### src/rtl/music_sequencer_pkg.sv
// ----------------------------------------------------------------------------
// music_sequencer_pkg : shared encodings and defaults for the music sequencer
// Rev 1.0
// ----------------------------------------------------------------------------
`default_nettype none

package music_sequencer_pkg;

  localparam int NOTE_WIDTH_DEF = 5;
  localparam int BEAT_WIDTH_DEF = 3;
  localparam int DATA_WIDTH_DEF = NOTE_WIDTH_DEF + BEAT_WIDTH_DEF;
  localparam int DEPTH_BIT_DEF  = 7;

  // Note code 0 is silence; a beats field of 0 terminates the song.
  localparam int REST_NOTE = 0;
  localparam int END_BEATS = 0;

  typedef enum logic [2:0] {
    S_IDLE    = 3'd0,
    S_PTR_RST = 3'd1,
    S_FETCH   = 3'd2,
    S_WAIT    = 3'd3,
    S_PLAY    = 3'd4,
    S_GAP     = 3'd5,
    S_DONE    = 3'd6
  } state_t;

  function automatic int clog2_min1(input int value);
    return (value > 1) ? $clog2(value) : 1;
  endfunction

endpackage

`default_nettype wire

### src/rtl/music_sequencer_if.sv
// ----------------------------------------------------------------------------
// music_sequencer_if : read handshake between the sequencer and music memory
// Rev 1.0
// ----------------------------------------------------------------------------
`default_nettype none

interface music_sequencer_if
  import music_sequencer_pkg::*;
#(
  parameter int DATA_WIDTH = DATA_WIDTH_DEF,
  parameter int DEPTH_BIT  = DEPTH_BIT_DEF
) ();

  logic                  mem_read_en;
  logic                  mem_read_rst;
  logic [DATA_WIDTH-1:0] mem_data;
  logic                  mem_ready;
  logic [DEPTH_BIT-1:0]  song_len;

  modport master (
    output mem_read_en,
    output mem_read_rst,
    input  mem_data,
    input  mem_ready,
    input  song_len
  );

  modport slave (
    input  mem_read_en,
    input  mem_read_rst,
    output mem_data,
    output mem_ready,
    output song_len
  );

endinterface

`default_nettype wire

### src/rtl/music_sequencer_beat_timer.sv
// ----------------------------------------------------------------------------
// music_sequencer_beat_timer : tick/beat down-timer shared by note and gap
// Rev 1.0
// ----------------------------------------------------------------------------
`default_nettype none

module music_sequencer_beat_timer #(
  parameter int TICK_WIDTH = 4,
  parameter int BEAT_WIDTH = 3
) (
  input  wire logic                  clk,
  input  wire logic                  rst,
  input  wire logic                  load,
  input  wire logic                  enable,
  input  wire logic [TICK_WIDTH-1:0] ticks_m1,
  input  wire logic [BEAT_WIDTH-1:0] beats_m1,
  output logic                       expired
);

  logic [TICK_WIDTH-1:0] tick_max;
  logic [TICK_WIDTH-1:0] tick_cnt;
  logic [BEAT_WIDTH-1:0] beat_max;
  logic [BEAT_WIDTH-1:0] beat_cnt;

  always_ff @(posedge clk) begin
    if (rst) begin
      tick_max <= '0;
      tick_cnt <= '0;
      beat_max <= '0;
      beat_cnt <= '0;
    end else if (load) begin
      tick_max <= ticks_m1;
      beat_max <= beats_m1;
      tick_cnt <= '0;
      beat_cnt <= '0;
    end else if (enable) begin
      if (tick_cnt == tick_max) begin
        tick_cnt <= '0;
        beat_cnt <= beat_cnt + 1'b1;
      end else begin
        tick_cnt <= tick_cnt + 1'b1;
      end
    end
  end

  // Fires on the last enabled cycle so the owner can leave in the same edge.
  assign expired = enable && (tick_cnt == tick_max) && (beat_cnt == beat_max);

endmodule

`default_nettype wire

### src/rtl/music_sequencer.sv
// ----------------------------------------------------------------------------
// music_sequencer : fetches note words from music memory and times playback
// Rev 1.0
// ----------------------------------------------------------------------------
`default_nettype none

module music_sequencer
  import music_sequencer_pkg::*;
#(
  parameter int NOTE_WIDTH     = NOTE_WIDTH_DEF,
  parameter int BEAT_WIDTH     = BEAT_WIDTH_DEF,
  parameter int DATA_WIDTH     = DATA_WIDTH_DEF,
  parameter int DEPTH_BIT      = DEPTH_BIT_DEF,
  parameter int TICKS_PER_BEAT = 12500000,
  parameter int GAP_TICKS      = 1250000,
  parameter int TIMEOUT_CYCLES = 16
) (
  input  wire logic                  clk,
  input  wire logic                  rst,
  input  wire logic                  start,
  input  wire logic                  pause,
  input  wire logic                  stop,
  music_sequencer_if.master          mem,
  output logic [NOTE_WIDTH-1:0]      note_out,
  output logic                       note_valid,
  output logic [DEPTH_BIT-1:0]       note_index,
  output logic                       busy,
  output logic                       done,
  output logic                       error
);

  localparam int TICK_SPAN  = (TICKS_PER_BEAT > GAP_TICKS) ? TICKS_PER_BEAT : GAP_TICKS;
  localparam int TICK_WIDTH = clog2_min1(TICK_SPAN);
  localparam int WAIT_WIDTH = clog2_min1(TIMEOUT_CYCLES);

  localparam logic [TICK_WIDTH-1:0] PLAY_TICKS_M1 = TICK_WIDTH'(TICKS_PER_BEAT - 1);
  localparam logic [TICK_WIDTH-1:0] GAP_TICKS_M1  = TICK_WIDTH'(GAP_TICKS - 1);
  localparam logic [WAIT_WIDTH-1:0] WAIT_LAST     = WAIT_WIDTH'(TIMEOUT_CYCLES - 1);
  localparam logic [NOTE_WIDTH-1:0] REST_CODE     = NOTE_WIDTH'(REST_NOTE);
  localparam logic [BEAT_WIDTH-1:0] END_CODE      = BEAT_WIDTH'(END_BEATS);

  state_t state;
  state_t next_state;

  logic [NOTE_WIDTH-1:0] note_field;
  logic [BEAT_WIDTH-1:0] beats_field;
  logic [WAIT_WIDTH-1:0] wait_cnt;
  logic [DEPTH_BIT-1:0]  index_inc;
  logic                  wait_timeout;
  logic                  timer_load;
  logic                  timer_en;
  logic                  timer_expired;
  logic [TICK_WIDTH-1:0] timer_ticks_m1;
  logic [BEAT_WIDTH-1:0] timer_beats_m1;
  logic                  read_en_q;
  logic                  read_rst_q;

  assign note_field   = mem.mem_data[DATA_WIDTH-1 -: NOTE_WIDTH];
  assign beats_field  = mem.mem_data[BEAT_WIDTH-1:0];
  assign index_inc    = note_index + 1'b1;
  assign wait_timeout = (state == S_WAIT) && !mem.mem_ready && (wait_cnt == WAIT_LAST);
  assign timer_en     = ((state == S_PLAY) || (state == S_GAP)) && !pause;

  assign mem.mem_read_en  = read_en_q;
  assign mem.mem_read_rst = read_rst_q;

  music_sequencer_beat_timer #(
    .TICK_WIDTH (TICK_WIDTH),
    .BEAT_WIDTH (BEAT_WIDTH)
  ) u_beat_timer (
    .clk      (clk),
    .rst      (rst),
    .load     (timer_load),
    .enable   (timer_en),
    .ticks_m1 (timer_ticks_m1),
    .beats_m1 (timer_beats_m1),
    .expired  (timer_expired)
  );

  always_ff @(posedge clk) begin
    if (rst) begin
      state <= S_IDLE;
    end else begin
      state <= next_state;
    end
  end

  always_comb begin
    next_state     = state;
    timer_load     = 1'b0;
    timer_ticks_m1 = PLAY_TICKS_M1;
    timer_beats_m1 = beats_field - 1'b1;
    case (state)
      S_IDLE: begin
        if (start && !stop) next_state = S_PTR_RST;
      end
      S_PTR_RST: begin
        next_state = (mem.song_len == '0) ? S_DONE : S_FETCH;
      end
      S_FETCH: begin
        next_state = S_WAIT;
      end
      S_WAIT: begin
        if (mem.mem_ready) begin
          if (beats_field == END_CODE) begin
            next_state = S_DONE;
          end else begin
            next_state = S_PLAY;
            timer_load = 1'b1;
          end
        end else if (wait_timeout) begin
          next_state = S_IDLE;
        end
      end
      S_PLAY: begin
        if (timer_expired) begin
          next_state     = S_GAP;
          timer_load     = 1'b1;
          timer_ticks_m1 = GAP_TICKS_M1;
          timer_beats_m1 = '0;
        end
      end
      S_GAP: begin
        if (timer_expired) next_state = (index_inc == mem.song_len) ? S_DONE : S_FETCH;
      end
      S_DONE: begin
        next_state = S_IDLE;
      end
      default: begin
        next_state = S_IDLE;
      end
    endcase
    if (stop && (state != S_IDLE)) next_state = S_IDLE;
  end

  always_ff @(posedge clk) begin
    if (rst) begin
      read_en_q  <= 1'b0;
      read_rst_q <= 1'b0;
      done       <= 1'b0;
      busy       <= 1'b0;
      error      <= 1'b0;
      wait_cnt   <= '0;
      note_index <= '0;
      note_out   <= '0;
      note_valid <= 1'b0;
    end else begin
      read_en_q  <= (next_state == S_FETCH);
      read_rst_q <= (next_state == S_PTR_RST);
      done       <= (next_state == S_DONE);
      busy       <= (next_state != S_IDLE);
      wait_cnt   <= (state == S_WAIT) ? wait_cnt + 1'b1 : '0;

      if ((state == S_IDLE) && (next_state == S_PTR_RST)) begin
        error <= 1'b0;
      end else if (wait_timeout && !stop) begin
        error <= 1'b1;
      end

      if ((next_state == S_IDLE) || (next_state == S_PTR_RST)) begin
        note_index <= '0;
      end else if ((state == S_GAP) && timer_expired) begin
        note_index <= index_inc;
      end

      // note_out survives the gap; only song end or abort clears it.
      if ((next_state == S_IDLE) || (next_state == S_DONE)) begin
        note_out <= '0;
      end else if ((state == S_WAIT) && (next_state == S_PLAY)) begin
        note_out <= note_field;
      end

      if (next_state == S_PLAY) begin
        note_valid <= (state == S_WAIT) ? (note_field != REST_CODE)
                                        : ((note_out != REST_CODE) && !pause);
      end else begin
        note_valid <= 1'b0;
      end
    end
  end

endmodule

`default_nettype wire

### src/flat_wrapper.sv
// flat-port wrapper written by rule: the top's interface ports become plain ports
module music_sequencer_flat import music_sequencer_pkg::*;
#(
  parameter int NOTE_WIDTH     = NOTE_WIDTH_DEF,
  parameter int BEAT_WIDTH     = BEAT_WIDTH_DEF,
  parameter int DATA_WIDTH     = DATA_WIDTH_DEF,
  parameter int DEPTH_BIT      = DEPTH_BIT_DEF,
  parameter int TICKS_PER_BEAT = 12500000,
  parameter int GAP_TICKS      = 1250000,
  parameter int TIMEOUT_CYCLES = 16
)
  (clk, rst, start, pause, stop, note_out, note_valid, note_index, busy, done, error, mem_mem_read_en, mem_mem_read_rst, mem_mem_data, mem_mem_ready, mem_song_len);
  music_sequencer_if #(.DATA_WIDTH(DATA_WIDTH), .DEPTH_BIT(DEPTH_BIT)) mem_i ();
  input  wire logic clk;
  input  wire logic rst;
  input  wire logic start;
  input  wire logic pause;
  input  wire logic stop;
  output logic [NOTE_WIDTH-1:0] note_out;
  output logic note_valid;
  output logic [DEPTH_BIT-1:0] note_index;
  output logic busy;
  output logic done;
  output logic error;
  output wire logic [$bits(mem_i.mem_read_en)-1:0] mem_mem_read_en;
  output wire logic [$bits(mem_i.mem_read_rst)-1:0] mem_mem_read_rst;
  input wire logic [$bits(mem_i.mem_data)-1:0] mem_mem_data;
  input wire logic [$bits(mem_i.mem_ready)-1:0] mem_mem_ready;
  input wire logic [$bits(mem_i.song_len)-1:0] mem_song_len;
  assign mem_mem_read_en = mem_i.mem_read_en;
  assign mem_mem_read_rst = mem_i.mem_read_rst;
  assign mem_i.mem_data = mem_mem_data;
  assign mem_i.mem_ready = mem_mem_ready;
  assign mem_i.song_len = mem_song_len;
  music_sequencer #(.NOTE_WIDTH(NOTE_WIDTH), .BEAT_WIDTH(BEAT_WIDTH), .DATA_WIDTH(DATA_WIDTH), .DEPTH_BIT(DEPTH_BIT), .TICKS_PER_BEAT(TICKS_PER_BEAT), .GAP_TICKS(GAP_TICKS), .TIMEOUT_CYCLES(TIMEOUT_CYCLES)) u_core (.clk(clk), .rst(rst), .start(start), .pause(pause), .stop(stop), .mem(mem_i), .note_out(note_out), .note_valid(note_valid), .note_index(note_index), .busy(busy), .done(done), .error(error));
endmodule
### config.mk
export PLATFORM = sky130hd
export DESIGN_NAME = music_sequencer_flat
export DESIGN_NICKNAME = d
export VERILOG_FILES = /design/src/rtl/music_sequencer_pkg.sv /design/src/rtl/music_sequencer_if.sv /design/src/rtl/music_sequencer_beat_timer.sv /design/src/rtl/music_sequencer.sv /design/src/flat_wrapper.sv
export SDC_FILE = /design/constraint.sdc
export NUM_CORES = 1
export LEC_CHECK = 0
export CORE_MARGIN = 2
export CORE_UTILIZATION = 63
export CTS_CLUSTER_SIZE = 40
export DETAILED_ROUTE_END_ITERATION = 7
export PLACE_DENSITY = 0.92
export RECOVER_POWER = 100
export SYNTH_ARGS = -nofsm -noshare
export SYNTH_HDL_FRONTEND = slang
export SYNTH_HIERARCHICAL = 1
export SYNTH_SLANG_ARGS = --single-unit
### constraint.sdc
create_clock -name clk -period 8.8 [get_ports clk]
set_clock_uncertainty 0.05 [all_clocks]
set_input_delay 2.2 -clock clk [delete_from_list [all_inputs] [get_ports clk]]
set_output_delay 2.2 -clock clk [all_outputs]
set_load 0.005 [all_outputs]
==> results of run 1 <==
## state kept, by name, indices dropped and copies added (netlist names)
signal                        count
u_core/note_valid                 1
u_core/u_beat_timer/beat_cnt      3
u_core/note_out                   5
u_core/u_beat_timer/tick_cnt     24
u_core/wait_cnt                   4
u_core/note_index                 7
u_core/done                       1
u_core/mem.mem_read_rst           1
u_core/state                      3
u_core/busy                       1
u_core/mem.mem_read_en            1
u_core/u_beat_timer/tick_max     24
u_core/u_beat_timer/beat_max      3
u_core/error                      1
## worst register-to-register path, delay by kind of cell, from the launching register on
family          cells  cell delay [ps]
simple gates        7             2580
flops               1              500
compound gates      3             2010
## per-stage QoR
| step | area [um2] | hold slack [ps] | setup WS (ps) |
|---|---|---|---|
| 6_report | 4725 | 417.1 | 1949 |
| 5_1_grt | 4725 | 451.0 | 1492 |
| 4_1_cts | 4775 | 420.0 | 2506 |
| 3_5_place_dp | 4552 | 408.9 | 2155 |
| 3_3_place_gp | 4552 | 391.7 | 2363 |
| 2_1_floorplan | 4179 | 383.1 | 3377 |
## layout make-up
type,count,area [um2]
multi-input combinational,346,2386
clock inverter,5,81.33
tap,77,96.34
inverter,17,63.81
fill,432,1625
timing repair buffer,38,374.1
clock buffer,11,141.4
sequential,79,1582
## cells in the mapped netlist (2+ instances only)
cell	number
xnor2_2	2
ha_1	6
inv_1	16
buf_6	2
and3_1	3
buf_2	4
nor2_1	72
dfxtp_1	79
nand4_2	2
buf_1	3
clkbuf_1	9
or3_1	3
conb_1	2
nand4_1	12
nand3b_1	2
a21oi_1	9
xor2_1	35
nand2b_1	2
o22a_2	5
nor3b_1	3
nand3_1	21
o21ai_0	6
nor4_2	2
nor2b_1	5
nor3_1	13
xnor2_1	29
nand2_1	20
nor4_1	7
mux2i_1	29
a211oi_2	14
o211ai_1	5
## cell usage in the layout, fill, tap and decap left out, types with 16 or more instances in the layout
cell             Yosys  routed
nand3_1             21      21
clkdlybuf4s50_1      0      18
xnor2_1             29      29
nand2_1             20      21
dlygate4sd3_1        0      19
dfxtp_1             79      79
inv_1               16      16
xor2_1              35      35
mux2i_1             29      29
nor2_1              72      72
## kinds of logic (layout without fill, tap and decap cells)
| group | count (synthesis) | after routing | synth area share |
|---|---|---|---|
| muxes | 29 | 29 | 0.07003 |
| buffers and inverters | 37 | 71 | 0.04195 |
| adders and majority gates | 6 | 6 | 0.01811 |
| other | 2 | 11 | 0.001812 |
| DFF | 79 | 79 | 0.3815 |
| and+or+nand+nor | 180 | 180 | 0.2246 |
| AOI/OAI and AO/OA | 54 | 54 | 0.1189 |
| xor gates and xnor gates | 66 | 66 | 0.1431 |
## power by group
| group | total [mW] | switching (mW) | internal [mW] |
|---|---|---|---|
| clock | 0.300 | 0.132 | 0.168 |
| combinational | 0.0365 | 0.0207 | 0.0158 |
| sequential | 0.360 | 0.00189 | 0.359 |
## per-layer routing
layer / track usage / routed length [um] / share of wire / up-vias
met4: 0.1082 / 202 / 0.022 / 0
met5: 0 / 0 / 0 / -
met2: 0.4595 / 4489 / 0.50 / 115
li1: - / - / - / 1643
met1: 0.3139 / 3838 / 0.43 / 1562
met3: 0.03988 / 458 / 0.051 / 25
## final timing paths
kind	start	end	cells after the start
hold / removal	u_core/wait_cnt[0]	u_core/wait_cnt[0]	1
hold reg to reg	u_core/wait_cnt[0]	u_core/wait_cnt[0]	1
setup reg to reg	u_core/state[2]	u_core/note_index[6]	10
setup / recovery	pause	u_core/note_index[6]	10
==> impl_metrics.csv, run 1 <==
group,metric,value,unit
routing,antenna_left,0,
place,hpwl,6314,um
timing,setup_viol_count_final,0,
timing,rsz0062_at_grt,"false",
floorplanning,chipHeight,85.12,um
clock_tree,insertion_delay,350,ps
clock_tree,clock-sinks,79,
yosys,synth_edf_count,0,
routing,wl_per_cell,15.69,um
yosys,syn_area_per_cell,9.151,um2
timing,max_freq,146.0,MHz
routing,via_per_inst,5.838,
place,dp_cells,557,
yosys,ys_seq_area_frac,0.3815,
worst_setup_path,cp_common_cell,"nand2_1",
routing,via_count,3345,
yosys,synth-seq-cells,79,
job,max_cap_viol_count,3,
yosys,synthArstFlopShare,0,
pwr,p_per_area,147.5,nW/um2
worst_setup_path,critPathKind,"input port to flop",
floorplanning,core-area,6350,um2
yosys,synth_top_flop_cell,"dfxtp_1",
yosys,ys.warnings.count,6,
clock_tree,cts_hold_buf,0,
grt,grt_pass1_wl,15200,um
grt,grt_start_max_net_pins,48,
grt,grt_pass1_vias,3325,
outcome,violations,"capacitance limit, slew limit",
worst_setup_path,cp-start-kind,"input port",
worst_setup_path,critPathCaptureType,"flop",
routing,drt_first_iter_violations,137,
worst_setup_path,critPathArrivalTime,6950,ps
floorplanning,ios,39,
timing,worst_slew_pin_slew,2166,ps
clock_tree,clockRootBuffer,"clkbuf_8",
floorplanning,start_util,0.6528,
routing,drc_errors,0,
final_layout,fin_nets,518,
floorplanning,die_area,7245,um2
final_layout,instances_no_fill,573,
clock_tree,cts_buffers,9,
clock_tree,cts.path.max_buffers,2,
routing,routed_wl,8988,um
yosys,syn_area,4145,um2
yosys,yosysTopAreaCell,"dfxtp_1",
floorplanning,die_w,85.12,um
yosys,syn_inst,453,
final_layout,diodes,0,
routing,drtPass1Iterations,4,
grt,grt_usage,0.2600,
pwr,power_leakage,1.721,nW
clock_tree,cts_tree,"yes",
grt,grt_overflow,0,
worst_setup_path,worstPathRequired,8890,ps
worst_setup_path,r2r_slack,3460,ps
pwr,peakVddDrop,0.1202,mV
clock_tree,cts_resized,0,
timing,finalMaxSlewViolations,72,
yosys,netlist.area_leader.share,0.3815,
timing,fin_tns_setup,0,ps
worst_setup_path,crit_path_top_delay_cell,"o21ai_0",
grt,antenna_found_initial,0,
timing,min_period_over_period,0.7786,
timing,worst_slew_margin_rel,-0.4440,
worst_setup_path,crit_chain,"dlygate4sd3_1 > nor2b_1 > nand2_1 > or4_1 > nor3_1 > nand2_1 > a2bb2oi_1 > nand2_1 > o21ai_0 > a211oi_2",
worst_setup_path,slowest_delay,1370,ps
place,gp_congestion,0.8992,
timing,layout_min_cycle_time,6851,ps
final_layout,final_core_util,0.7440,
clock_tree,htreeDepth,3,
worst_setup_path,path_max_fanout,10,
timing,finalHoldViolations,0,
floorplanning,rows,29,
yosys,synthTopCellsByArea,"dfxtp_1 (38%), xor2_1 (7.4%), mux2i_1 (7.0%)",
final_layout,drive_gt1_frac,0.09274,
yosys,synth.distinct_cells,62,
clock_tree,clk_pin_slew_worst_paths,80,ps
pwr,p_total,0.6968,mW
place,port-buffer-count,38,
clock_tree,cts_setup_buffers,0,
worst_setup_path,crit_family,"simple AND/OR/NAND/NOR gates",
final_layout,syn_to_final_growth,13.98,%
worst_setup_path,worst-path-buf-inv,1,
outcome,status,"finished, violations left",
hold_path,hold_class,"flop to flop",
Power figures use the tool's default switching activity.
==> inputs of run 2 (changes only) <==
--- a/config.mk
+++ b/config.mk
@@ -6,10 +6,10 @@
 export NUM_CORES = 1
 export LEC_CHECK = 0
 export CORE_MARGIN = 2
-export CORE_UTILIZATION = 63
+export CORE_UTILIZATION = 53
 export CTS_CLUSTER_SIZE = 40
 export DETAILED_ROUTE_END_ITERATION = 7
-export PLACE_DENSITY = 0.92
+export PLACE_DENSITY = 0.83
 export RECOVER_POWER = 100
 export SYNTH_ARGS = -nofsm -noshare
 export SYNTH_HDL_FRONTEND = slang
==> constraint.sdc (replaced) <==
create_clock -name clk -period 6.3 [get_ports clk]
set_clock_uncertainty 0.05 [all_clocks]
set_input_delay 1.575 -clock clk [delete_from_list [all_inputs] [get_ports clk]]
set_output_delay 1.575 -clock clk [all_outputs]
set_load 0.005 [all_outputs]
==> impl_metrics.csv, run 2 (synthesis gave the netlist of run 1 again) <==
group,metric,value,unit
routing,drc_errors,0,
final_layout,multi_input_area,2390,um2
job,max_cap_viol_count,2,
clock_tree,cts.path.max_buffers,2,
pwr,peakVddDrop,0.1264,mV
timing,finalHoldViolations,0,
pwr,switching_share,0.2310,
outcome,violations,"capacitance limit, slew limit",
floorplanning,die_w,92.44,um
clock_tree,cts_resized,0,
worst_setup_path,cp-start-kind,"input port",
clock_tree,clockRootBuffer,"clkbuf_8",
worst_setup_path,worstPathRequired,6380,ps
final_layout,reg_top3,"u_core/u_beat_timer/tick_cnt: 24 flops, u_core/u_beat_timer/tick_max: 24 flops, u_core/note_index: 7 flops",
hold_path,hold_class,"flop to flop",
final_layout,drive_gt1_frac,0.09256,
pwr,combPwrFrac,0.057,
routing,routed_wl,8664,um
worst_setup_path,rr_worst_depth,10,
clock_tree,cts_hold_buf,0,
timing,worst_slew_pin_slew,2245,ps
grt,grt_usage,0.2110,
final_layout,final_core_util,0.6175,
pwr,p_total,0.8952,mW
pwr,intPower,0.6884,mW
pwr,power_leakage,1.698,nW
grt,grt_pass1_wl,14460,um
worst_setup_path,critPathKind,"input port to flop",
floorplanning,start_util,0.5420,
grt,grt_pass1_vias,3048,
final_layout,most-common-layout-cells,"dfxtp_1 (79), nor2_1 (72), xor2_1 (35), xnor2_1 (29), mux2i_1 (29)",
floorplanning,die_area,8544,um2
timing,max_freq,179.6,MHz
pwr,pwr-share-clk,0.381,
grt,grt_overflow,0,
final_layout,diodes,0,
final_layout,final_common_cell,"dfxtp_1",
floorplanning,core-area,7647,um2
worst_setup_path,path_max_fanout,10,
routing,via_count,3320,
pwr,switchingPower,0.2068,mW
final_layout,regArea,1582,um2
grt,grt_start_max_net_pins,48,
routing,drtPass1Iterations,5,
timing,finalMaxSlewViolations,61,
clock_tree,insertion_delay,350,ps
grt,antenna_found_initial,0,
clock_tree,clk_pin_slew_worst_paths,70,ps
place,hpwl,6108,um
routing,drt_first_iter_violations,211,
worst_setup_path,critPathCaptureType,"flop",
clock_tree,cts_tree,"yes",
floorplanning,ios,39,
final_layout,fill_cells,653,
clock_tree,cts_buffers,9,
timing,min_period_over_period,0.8839,
outcome,status,"finished, violations left",
place,gp_congestion,0.8990,
clock_tree,cts_setup_buffers,0,
hold_path,min_path_cells,1,
final_layout,fin_nets,519,
timing,worst_slew_margin_rel,-0.4965,
worst_setup_path,critPathArrivalTime,5650,ps
timing,layout_min_cycle_time,5569,ps
clock_tree,clock-sinks,79,
routing,via_per_inst,5.543,
final_layout,syn_to_final_growth,13.91,%
timing,fin_tns_setup,0,ps
routing,wl_per_cell,14.46,um
timing,rsz0062_at_grt,"false",
routing,antenna_left,0,
floorplanning,rows,32,
clock_tree,htreeDepth,3,
pwr,p_seq_frac,0.563,
floorplanning,chipHeight,92.44,um
place,port-buffer-count,38,
pwr,p_per_area,189.6,nW/um2
timing,setup_viol_count_final,0,
## run 2: changes by cell type in the layout (fill, tap and decap cells not counted), moves of 2 or more
cell	before	now
a211oi_1	5	3
clkbuf_1	2	4
a211oi_2	9	11
bufinv_16	2	0
## run 2: cell type report
cell class / count / area share
Clock buffer: 14 / 0.03445
Sequential cell: 79 / 0.3349
Tap cell: 102 / 0.02703
Clock inverter: 2 / 0.003180
Timing Repair Buffer: 39 / 0.08082
Multi-Input combinational cell: 346 / 0.5061
Inverter: 17 / 0.01351
## run 2: power groups by stage
stage | combinational, mW | sequential [mW] | clock (mW)
final | 0.0509 | 0.504 | 0.341
after global routing | 0.0555 | 0.504 | 0.373
after CTS | 0.0522 | 0.504 | 0.349
after detailed placement | 0.0518 | 0.515 | 0
after global placement | 0.0509 | 0.515 | 0
after floorplan | 0.0308 | 0.513 | 0
## run 2: worst max-delay path, stage by stage
cell           delay, ps
dlygate4sd3_1        590
nor2b_1              410
nand2_1              130
or4_1                530
nor3_1               610
nand2_1              140
a2bb2oi_2            330
nand2_1              270
o21ai_1              890
a211oi_2             160
## run 2: final timing paths
check                                             to                from  slack [ps]
worst max register to register  u_core/note_index[4]     u_core/state[2]        1600
worst min register to register    u_core/wait_cnt[0]  u_core/wait_cnt[0]         410
worst min-delay path              u_core/wait_cnt[0]  u_core/wait_cnt[0]         410
worst max-delay path            u_core/note_index[4]               pause         730
## run 2: through the flow
stage / area (um2) / hold slack (ps) / worst slack (ps) / instances
2_1_floorplan: 4179 / 383.1 / 1502 / 462
3_3_place_gp: 4591 / 393.2 / 999.0 / 583
3_5_place_dp: 4591 / 403.4 / 799.6 / 583
4_1_cts: 4768 / 413.9 / 1121 / 599
5_1_grt: 4722 / 446.6 / 448.3 / 599
6_report: 4722 / 411.0 / 731.3 / 599
## run 2: layer usage
layer,track usage,vias to the layer above,share of wire
met3,0.03499,15,0.054
li1,-,1646,-
met4,0.09328,0,0.018
met5,0,-,0
met2,0.3473,95,0.48
met1,0.2723,1564,0.45
